## src/rtl/run_sequencer_if.sv

```systemverilog
// Host/core/memory bundle of the run sequencer. The sequencer takes the master
// view; the host/testbench side takes the slave view.
interface run_sequencer_if #(
  parameter int ADDR_W = 8,
  parameter int DATA_W = 8,
  parameter int CNT_W  = 16
);
  logic              start;
  logic              ack;
  logic              timeout;
  logic              halt;
  logic              core_init;
  logic              core_stall;
  logic              core_mem_read;
  logic              core_mem_write;
  logic [ADDR_W-1:0] core_addr;
  logic [DATA_W-1:0] core_wdata;
  logic              host_req;
  logic              host_we;
  logic [ADDR_W-1:0] host_addr;
  logic [DATA_W-1:0] host_wdata;
  logic              host_gnt;
  logic [ADDR_W-1:0] mem_addr;
  logic [DATA_W-1:0] mem_wdata;
  logic              mem_we;
  logic              mem_re;
  logic [CNT_W-1:0]  cycle_count;
  logic [1:0]        state;

  modport master (
    input  start, halt, core_mem_read, core_mem_write, core_addr, core_wdata,
           host_req, host_we, host_addr, host_wdata,
    output ack, timeout, core_init, core_stall, host_gnt,
           mem_addr, mem_wdata, mem_we, mem_re, cycle_count, state
  );

  modport slave (
    output start, halt, core_mem_read, core_mem_write, core_addr, core_wdata,
           host_req, host_we, host_addr, host_wdata,
    input  ack, timeout, core_init, core_stall, host_gnt,
           mem_addr, mem_wdata, mem_we, mem_re, cycle_count, state
  );
endinterface

```

## src/rtl/run_sequencer.sv

```systemverilog
// Run controller for the single-cycle core: IDLE/INIT/RUN/DONE sequencing, data-memory
// port arbitration, HALT detection and cycle counting. Optional: RUN_SEQ_HOST_PEEK_EN.
module run_sequencer #(
  parameter int ADDR_W      = 8,
  parameter int DATA_W      = 8,
  parameter int CNT_W       = 16,
  parameter int INIT_CYCLES = 2,
  parameter int MAX_CYCLES  = 16'hFFFF
) (
  input  logic            CLK,
  input  logic            Reset,
  run_sequencer_if.master bus
);

  localparam logic [1:0] S_IDLE = 2'd0;
  localparam logic [1:0] S_INIT = 2'd1;
  localparam logic [1:0] S_RUN  = 2'd2;
  localparam logic [1:0] S_DONE = 2'd3;

  localparam logic [3:0]       INIT_LAST = 4'(INIT_CYCLES - 1);
  localparam logic [CNT_W-1:0] LIMIT_M1  = CNT_W'(MAX_CYCLES - 1);

  logic [1:0]       state_q, state_d;
  logic             ack_q, ack_d;
  logic             timeout_q, timeout_d;
  logic [CNT_W-1:0] cnt_q, cnt_d;
  logic [3:0]       init_q, init_d;

  always_comb begin
    state_d   = state_q;
    ack_d     = ack_q;
    timeout_d = timeout_q;
    cnt_d     = cnt_q;
    init_d    = init_q;
    case (state_q)
      S_IDLE, S_DONE: begin
        // Status is cleared on the way into INIT so ack is already low there.
        if (bus.start) begin
          state_d   = S_INIT;
          ack_d     = 1'b0;
          timeout_d = 1'b0;
          cnt_d     = '0;
          init_d    = '0;
        end
      end
      S_INIT: begin
        if (init_q == INIT_LAST) begin
          state_d = S_RUN;
          init_d  = '0;
        end else begin
          init_d = init_q + 4'd1;
        end
      end
      S_RUN: begin
        cnt_d = cnt_q + 1'b1;
        if (bus.halt) begin
          state_d   = S_DONE;
          ack_d     = 1'b1;
          timeout_d = 1'b0;
        end else if (cnt_q >= LIMIT_M1) begin
          state_d   = S_DONE;
          ack_d     = 1'b1;
          timeout_d = 1'b1;
        end
      end
      default: state_d = S_IDLE;
    endcase
  end

  always_ff @(posedge CLK or posedge Reset) begin
    if (Reset) begin
      state_q   <= S_IDLE;
      ack_q     <= 1'b0;
      timeout_q <= 1'b0;
      cnt_q     <= '0;
      init_q    <= '0;
    end else begin
      state_q   <= state_d;
      ack_q     <= ack_d;
      timeout_q <= timeout_d;
      cnt_q     <= cnt_d;
      init_q    <= init_d;
    end
  end

  logic              host_own;
  logic              core_req;
  logic              gnt;
  logic [ADDR_W-1:0] maddr;
  logic [DATA_W-1:0] mwdata;
  logic              mwe;
  logic              mre;

  assign host_own = (state_q == S_IDLE) || (state_q == S_DONE);
  assign core_req = bus.core_mem_read || bus.core_mem_write;

  // Port mux; every data-path output is zero when nobody is granted.
  always_comb begin
    gnt    = 1'b0;
    maddr  = '0;
    mwdata = '0;
    mwe    = 1'b0;
    mre    = 1'b0;
    if (host_own && bus.host_req) begin
      gnt    = 1'b1;
      maddr  = bus.host_addr;
      mwdata = bus.host_wdata;
      mwe    = bus.host_we;
      mre    = ~bus.host_we;
    end else if (state_q == S_RUN) begin
      if (core_req) begin
        maddr  = bus.core_addr;
        mwdata = bus.core_wdata;
        mwe    = bus.core_mem_write;
        mre    = bus.core_mem_read & ~bus.core_mem_write;
      end
`ifdef RUN_SEQ_HOST_PEEK_EN
      else if (bus.host_req && !bus.host_we) begin
        gnt   = 1'b1;
        maddr = bus.host_addr;
        mre   = 1'b1;
      end
`endif
    end
  end

  assign bus.host_gnt    = gnt;
  assign bus.mem_addr    = maddr;
  assign bus.mem_wdata   = mwdata;
  assign bus.mem_we      = mwe;
  assign bus.mem_re      = mre;
  assign bus.state       = state_q;
  assign bus.ack         = ack_q;
  assign bus.timeout     = timeout_q;
  assign bus.cycle_count = cnt_q;
  assign bus.core_init   = (state_q == S_IDLE) || (state_q == S_INIT);
  assign bus.core_stall  = (state_q != S_RUN);

endmodule

```

## src/flat_wrapper.sv

```systemverilog
// flat-port wrapper written by rule: the top's interface ports become plain ports
module run_sequencer_flat 
#(
  parameter int ADDR_W      = 8,
  parameter int DATA_W      = 8,
  parameter int CNT_W       = 16,
  parameter int INIT_CYCLES = 2,
  parameter int MAX_CYCLES  = 16'hFFFF
)
  (CLK, Reset, bus_start, bus_halt, bus_core_mem_read, bus_core_mem_write, bus_core_addr, bus_core_wdata, bus_host_req, bus_host_we, bus_host_addr, bus_host_wdata, bus_ack, bus_timeout, bus_core_init, bus_core_stall, bus_host_gnt, bus_mem_addr, bus_mem_wdata, bus_mem_we, bus_mem_re, bus_cycle_count, bus_state);
  run_sequencer_if #(.ADDR_W(ADDR_W), .DATA_W(DATA_W), .CNT_W(CNT_W)) bus_i ();
  input  logic CLK;
  input  logic Reset;
  input wire logic [$bits(bus_i.start)-1:0] bus_start;
  input wire logic [$bits(bus_i.halt)-1:0] bus_halt;
  input wire logic [$bits(bus_i.core_mem_read)-1:0] bus_core_mem_read;
  input wire logic [$bits(bus_i.core_mem_write)-1:0] bus_core_mem_write;
  input wire logic [$bits(bus_i.core_addr)-1:0] bus_core_addr;
  input wire logic [$bits(bus_i.core_wdata)-1:0] bus_core_wdata;
  input wire logic [$bits(bus_i.host_req)-1:0] bus_host_req;
  input wire logic [$bits(bus_i.host_we)-1:0] bus_host_we;
  input wire logic [$bits(bus_i.host_addr)-1:0] bus_host_addr;
  input wire logic [$bits(bus_i.host_wdata)-1:0] bus_host_wdata;
  output wire logic [$bits(bus_i.ack)-1:0] bus_ack;
  output wire logic [$bits(bus_i.timeout)-1:0] bus_timeout;
  output wire logic [$bits(bus_i.core_init)-1:0] bus_core_init;
  output wire logic [$bits(bus_i.core_stall)-1:0] bus_core_stall;
  output wire logic [$bits(bus_i.host_gnt)-1:0] bus_host_gnt;
  output wire logic [$bits(bus_i.mem_addr)-1:0] bus_mem_addr;
  output wire logic [$bits(bus_i.mem_wdata)-1:0] bus_mem_wdata;
  output wire logic [$bits(bus_i.mem_we)-1:0] bus_mem_we;
  output wire logic [$bits(bus_i.mem_re)-1:0] bus_mem_re;
  output wire logic [$bits(bus_i.cycle_count)-1:0] bus_cycle_count;
  output wire logic [$bits(bus_i.state)-1:0] bus_state;
  assign bus_i.start = bus_start;
  assign bus_i.halt = bus_halt;
  assign bus_i.core_mem_read = bus_core_mem_read;
  assign bus_i.core_mem_write = bus_core_mem_write;
  assign bus_i.core_addr = bus_core_addr;
  assign bus_i.core_wdata = bus_core_wdata;
  assign bus_i.host_req = bus_host_req;
  assign bus_i.host_we = bus_host_we;
  assign bus_i.host_addr = bus_host_addr;
  assign bus_i.host_wdata = bus_host_wdata;
  assign bus_ack = bus_i.ack;
  assign bus_timeout = bus_i.timeout;
  assign bus_core_init = bus_i.core_init;
  assign bus_core_stall = bus_i.core_stall;
  assign bus_host_gnt = bus_i.host_gnt;
  assign bus_mem_addr = bus_i.mem_addr;
  assign bus_mem_wdata = bus_i.mem_wdata;
  assign bus_mem_we = bus_i.mem_we;
  assign bus_mem_re = bus_i.mem_re;
  assign bus_cycle_count = bus_i.cycle_count;
  assign bus_state = bus_i.state;
  run_sequencer #(.ADDR_W(ADDR_W), .DATA_W(DATA_W), .CNT_W(CNT_W), .INIT_CYCLES(INIT_CYCLES), .MAX_CYCLES(MAX_CYCLES)) u_core (.CLK(CLK), .Reset(Reset), .bus(bus_i));
endmodule
```

## config.mk

```make
export PLATFORM = sky130hd
export DESIGN_NAME = run_sequencer_flat
export DESIGN_NICKNAME = d
export VERILOG_FILES = /design/src/rtl/run_sequencer_if.sv /design/src/rtl/run_sequencer.sv /design/src/flat_wrapper.sv
export SDC_FILE = /design/constraint.sdc
export NUM_CORES = 1
export LEC_CHECK = 0
export BUFFER_PORTS_ARGS = -buffer_cell sky130_fd_sc_hd__buf_2
export CAP_MARGIN = 20
export CORE_MARGIN = 4
export CORE_UTILIZATION = 40
export CTS_BUF_LIST = sky130_fd_sc_hd__clkbuf_16
export DETAILED_ROUTE_END_ITERATION = 16
export PLACE_DENSITY = 0.72
export SLEW_MARGIN = 0
export SYNTH_ARGS = -nofsm -noshare
export SYNTH_HDL_FRONTEND = slang
export SYNTH_SLANG_ARGS = --single-unit
```

## constraint.sdc

```tcl
create_clock -name CLK -period 2.4 [get_ports CLK]
set_input_delay 0.6 -clock CLK [delete_from_list [all_inputs] [get_ports CLK]]
set_output_delay 0.6 -clock CLK [all_outputs]
set_load 0.02 [all_outputs]
```

==> key figures <==
Logic synthesis
  – Netlist Area Pre-Place: 0.00160 mm²
  – Synth unique cells: 41
  – #FFs+latches synth: 24
  – Syn Nets: 224
  – Register area share after synthesis: 0.376
  – Yosys Warn Count: 0
  – Cells after Synth: 176
  – Avg Synthesized Cell Area: 9.06 µm²

Layout
  – Ratio of cells with drive above 1 in the final layout: 0.415
  – ANT cells: 0
  – Final Net Count: 314
  – Area Growth Syn to Fin: 46.7%
  – Filler cells: 314
  – Utilization after layout: 0.625
  – Non-Filler Instances: 313

Floorplanning
  – Initial core utilization: 0.426
  – Die area: 0.00506 mm²
  – Die Span Y: 71.2 µm
  – Io pins: 81
  – Num rows: 22
  – Die width: 71.2 µm
  – Core footprint: 0.00374 mm²

Clock network
  – Worst skew pair latency: 0.26 ns
  – Max H-tree Level: 1
  – CTS sink cnt: 24
  – CTS tree: yes
  – Clock slew at reported path FFs: 0.06 ns
  – Clock buffer depth: 2
  – Hold Buf Count CTS: 0
  – Clock buffer count from CTS: 3
  – Clock root buffer master: clkbuf_16

Power and ir drop
  – P per Cell Area: 1060 mW/mm²
  – Max VDD drop: 0.000486 V
  – Leakage: 0.00116 µW

Worst setup path
  – Reg2reg end: u_core.bus.cycle_count[13]
  – Setup crit end kind: output pin
  – CP Class: register to output pin
  – Reg-to-Reg Start: u_core.bus.state[1]
  – Max Fanout on Critical Path: 16
  – R2r setup slk: 0.30 ns
  – Req. time, crit path: 1.80 ns
  – Critical path arrival: 1.78 ns
  – Cells on worst reg2reg path: 7
  – Startpoint Class: register

Route
  – Routed Antenna Nets: 0
  – Detailed-router iteration count before antenna repair: 4
  – Routed wire per std cell: 15.8 µm
  – Iter 0 DRT Violations: 44
  – Vias: 1773
  – Vias/cell: 5.66
  – Drt drc: 0
  – Final wirelength: 4940 µm

Global routing
  – Vias in the first global route: 1644
  – Antenna violations before repair: 0
  – GRT Util Overall: 0.191
  – First-pass GRT wire length: 7850 µm
  – Largest net degree at the start of global routing: 25
  – Remaining Overflow, GRT: 0

STA
  – RSZ-0062 raised after global routing: yes
  – Final period util: 0.992
  – Clock period minus worst slack: 2.38 ns
  – Worst slew margin: 0.634
  – Endpoints failing setup: 0
  – Final Hold Fails: 0
  – Worst slew pin tran: 0.533 ns
  – Pins Over Slew Limit: 0
  – Clock skew: 0.00198 ns
  – Setup tns final: 0 ns
  – Peak Freq: 420 MHz

Placed design
  – Gpl congestion: 0.779
  – DP HPWL: 3710 µm
  – Port bufs: 80
  – Placed insts: 305

Worst hold path
  – Min-Delay Path Class: input pin to asynchronous set/reset pin

Job
  – # Max-Cap Violations: 0

Status
  – Run status: complete, no violations
## worst max-delay path, stage by stage (launching register included)
cell	delay, ns
dfrtp_1	0.40
inv_2	0.11
ha_4	0.22
nor2b_4	0.21
nor2_4	0.07
buf_12	0.14
a22o_1	0.20
buf_2	0.17
## how the worst max path moves through the flow
stage | start | to | slack (ns)
5_1_grt | u_core.bus.state[0] | bus_mem_addr[4] | -0.05
6_report | u_core.bus.state[1] | bus_mem_addr[4] | 0.02
3_3_place_gp | u_core.bus.state[1] | bus_mem_re | 0.20
4_1_cts | u_core.bus.state[1] | bus_mem_wdata[4] | 0.007
3_5_place_dp | u_core.bus.state[1] | bus_mem_re | 0.14
2_1_floorplan | u_core.bus.state[0] | bus_mem_addr[0] | 0.009
## where the power goes
group | switching (µW) | total (µW) | internal [µW]
Clock | 149 | 480 | 332
Combinational | 820 | 1470 | 649
Sequential | 59.5 | 522 | 463
Total | 1030 | 2470 | 1440
## flip-flops by register name (all words and copies together), names as in the netlist
| name | flops |
|---|---|
| u_core.bus.timeout | 1 |
| u_core.init_q | 4 |
| u_core.bus.state | 2 |
| u_core.bus.ack | 1 |
| u_core.bus.cycle_count | 16 |
## logic make-up (layout without fill, tap and decap cells)
logic type / count (synthesis) / after routing / share of synthesized area
flops: 24 / 24 / 0.376
simple gates: 60 / 60 / 0.213
xor+xnor: 4 / 4 / 0.0220
fa+ha+maj: 8 / 8 / 0.0627
compound gates: 59 / 59 / 0.251
buf+inv: 17 / 106 / 0.0471
mux: 4 / 4 / 0.0282
## placed cells by master (no fill, tap or decap), drive strengths merged, types with 2 or more instances in the layout
master	Yosys	layout
a21oi	11	11
nor3	2	2
or4	3	3
inv	10	10
or3b	2	2
xor2	2	2
nand2	13	13
a31oi	5	5
clkbuf	3	4
buf	4	91
mux2i	3	3
o21ai	14	14
nor2	9	9
o31ai	6	6
nand4	5	5
xnor2	2	2
nand3	7	7
or3	5	5
a22o	16	16
and4	2	2
or2	2	2
nor2b	3	3
and3	2	2
ha	8	8
dfrtp	24	24
and2	2	2
## repair_timing
item	4_1_cts	5_1_grt
resized for setup	7	16
setup endpoints to repair	18	18
gates cloned	0	1
buffers inserted	2	2
## stage by stage
| step | hold slack (ns) | setup slack (ns) | area [µm²] | power, µW |
|---|---|---|---|---|
| after CTS | 0.386 | 0.00679 | 2240 | 2310 |
| after floorplan | 0.466 | 0.00862 | 1610 | 1390 |
| after detailed placement | 0.503 | 0.145 | 2090 | 1760 |
| after global routing | 0.412 | -0.0543 | 2340 | 2630 |
| after global placement | 0.501 | 0.196 | 2090 | 1750 |
| final | 0.375 | 0.0184 | 2340 | 2470 |
## Yosys cell counts
cell type,number,area share
and4_1,2,0.011
or3_1,5,0.020
nand3_2,1,0.0063
a32o_1,1,0.0063
nor3b_1,1,0.0047
or2_4,1,0.0055
ha_1,8,0.063
o31ai_1,6,0.028
a41o_1,1,0.0063
inv_1,10,0.024
and3_1,2,0.0078
nand2_1,13,0.031
nand2b_1,1,0.0039
a21o_1,1,0.0047
mux2i_1,3,0.019
a22o_1,16,0.088
or2_2,1,0.0039
or4_1,3,0.014
nand3_1,6,0.019
xor2_1,2,0.011
nand4_2,1,0.0078
or3b_2,2,0.011
nor2_1,9,0.021
clkbuf_1,3,0.0071
a21oi_1,11,0.035
mux2_4,1,0.0094
dfrtp_1,24,0.38
a31oi_1,5,0.020
buf_2,3,0.0094
nor3_1,2,0.0063
xnor2_1,2,0.011
o41ai_1,1,0.0055
nand3b_1,1,0.0047
o21ai_0,14,0.044
nor2b_1,3,0.012
o2bb2ai_1,1,0.0055
nand4_1,4,0.016
and2_1,2,0.0078
o22ai_1,1,0.0039
a211oi_1,1,0.0047
buf_6,1,0.0071
## metal layers
metal,GRT usage,vias up,part of all wire
li1,-,837,-
met2,0.329,79,0.48
met3,0.0384,10,0.090
met5,0,-,0
met4,0.0668,0,0.027
met1,0.235,847,0.40
## final cells by class
class                           instances  area [µm²]  area share
Tap cell                               48        60.1      0.0257
Timing Repair Buffer                   92         566       0.242
Sequential cell                        24         601       0.257
Clock buffer                            3        75.1      0.0321
Inverter                               10        37.5      0.0160
Multi-Input combinational cell        135         972       0.415
Clock inverter                          1        30.0      0.0128
(Power assumes the default switching activity.)
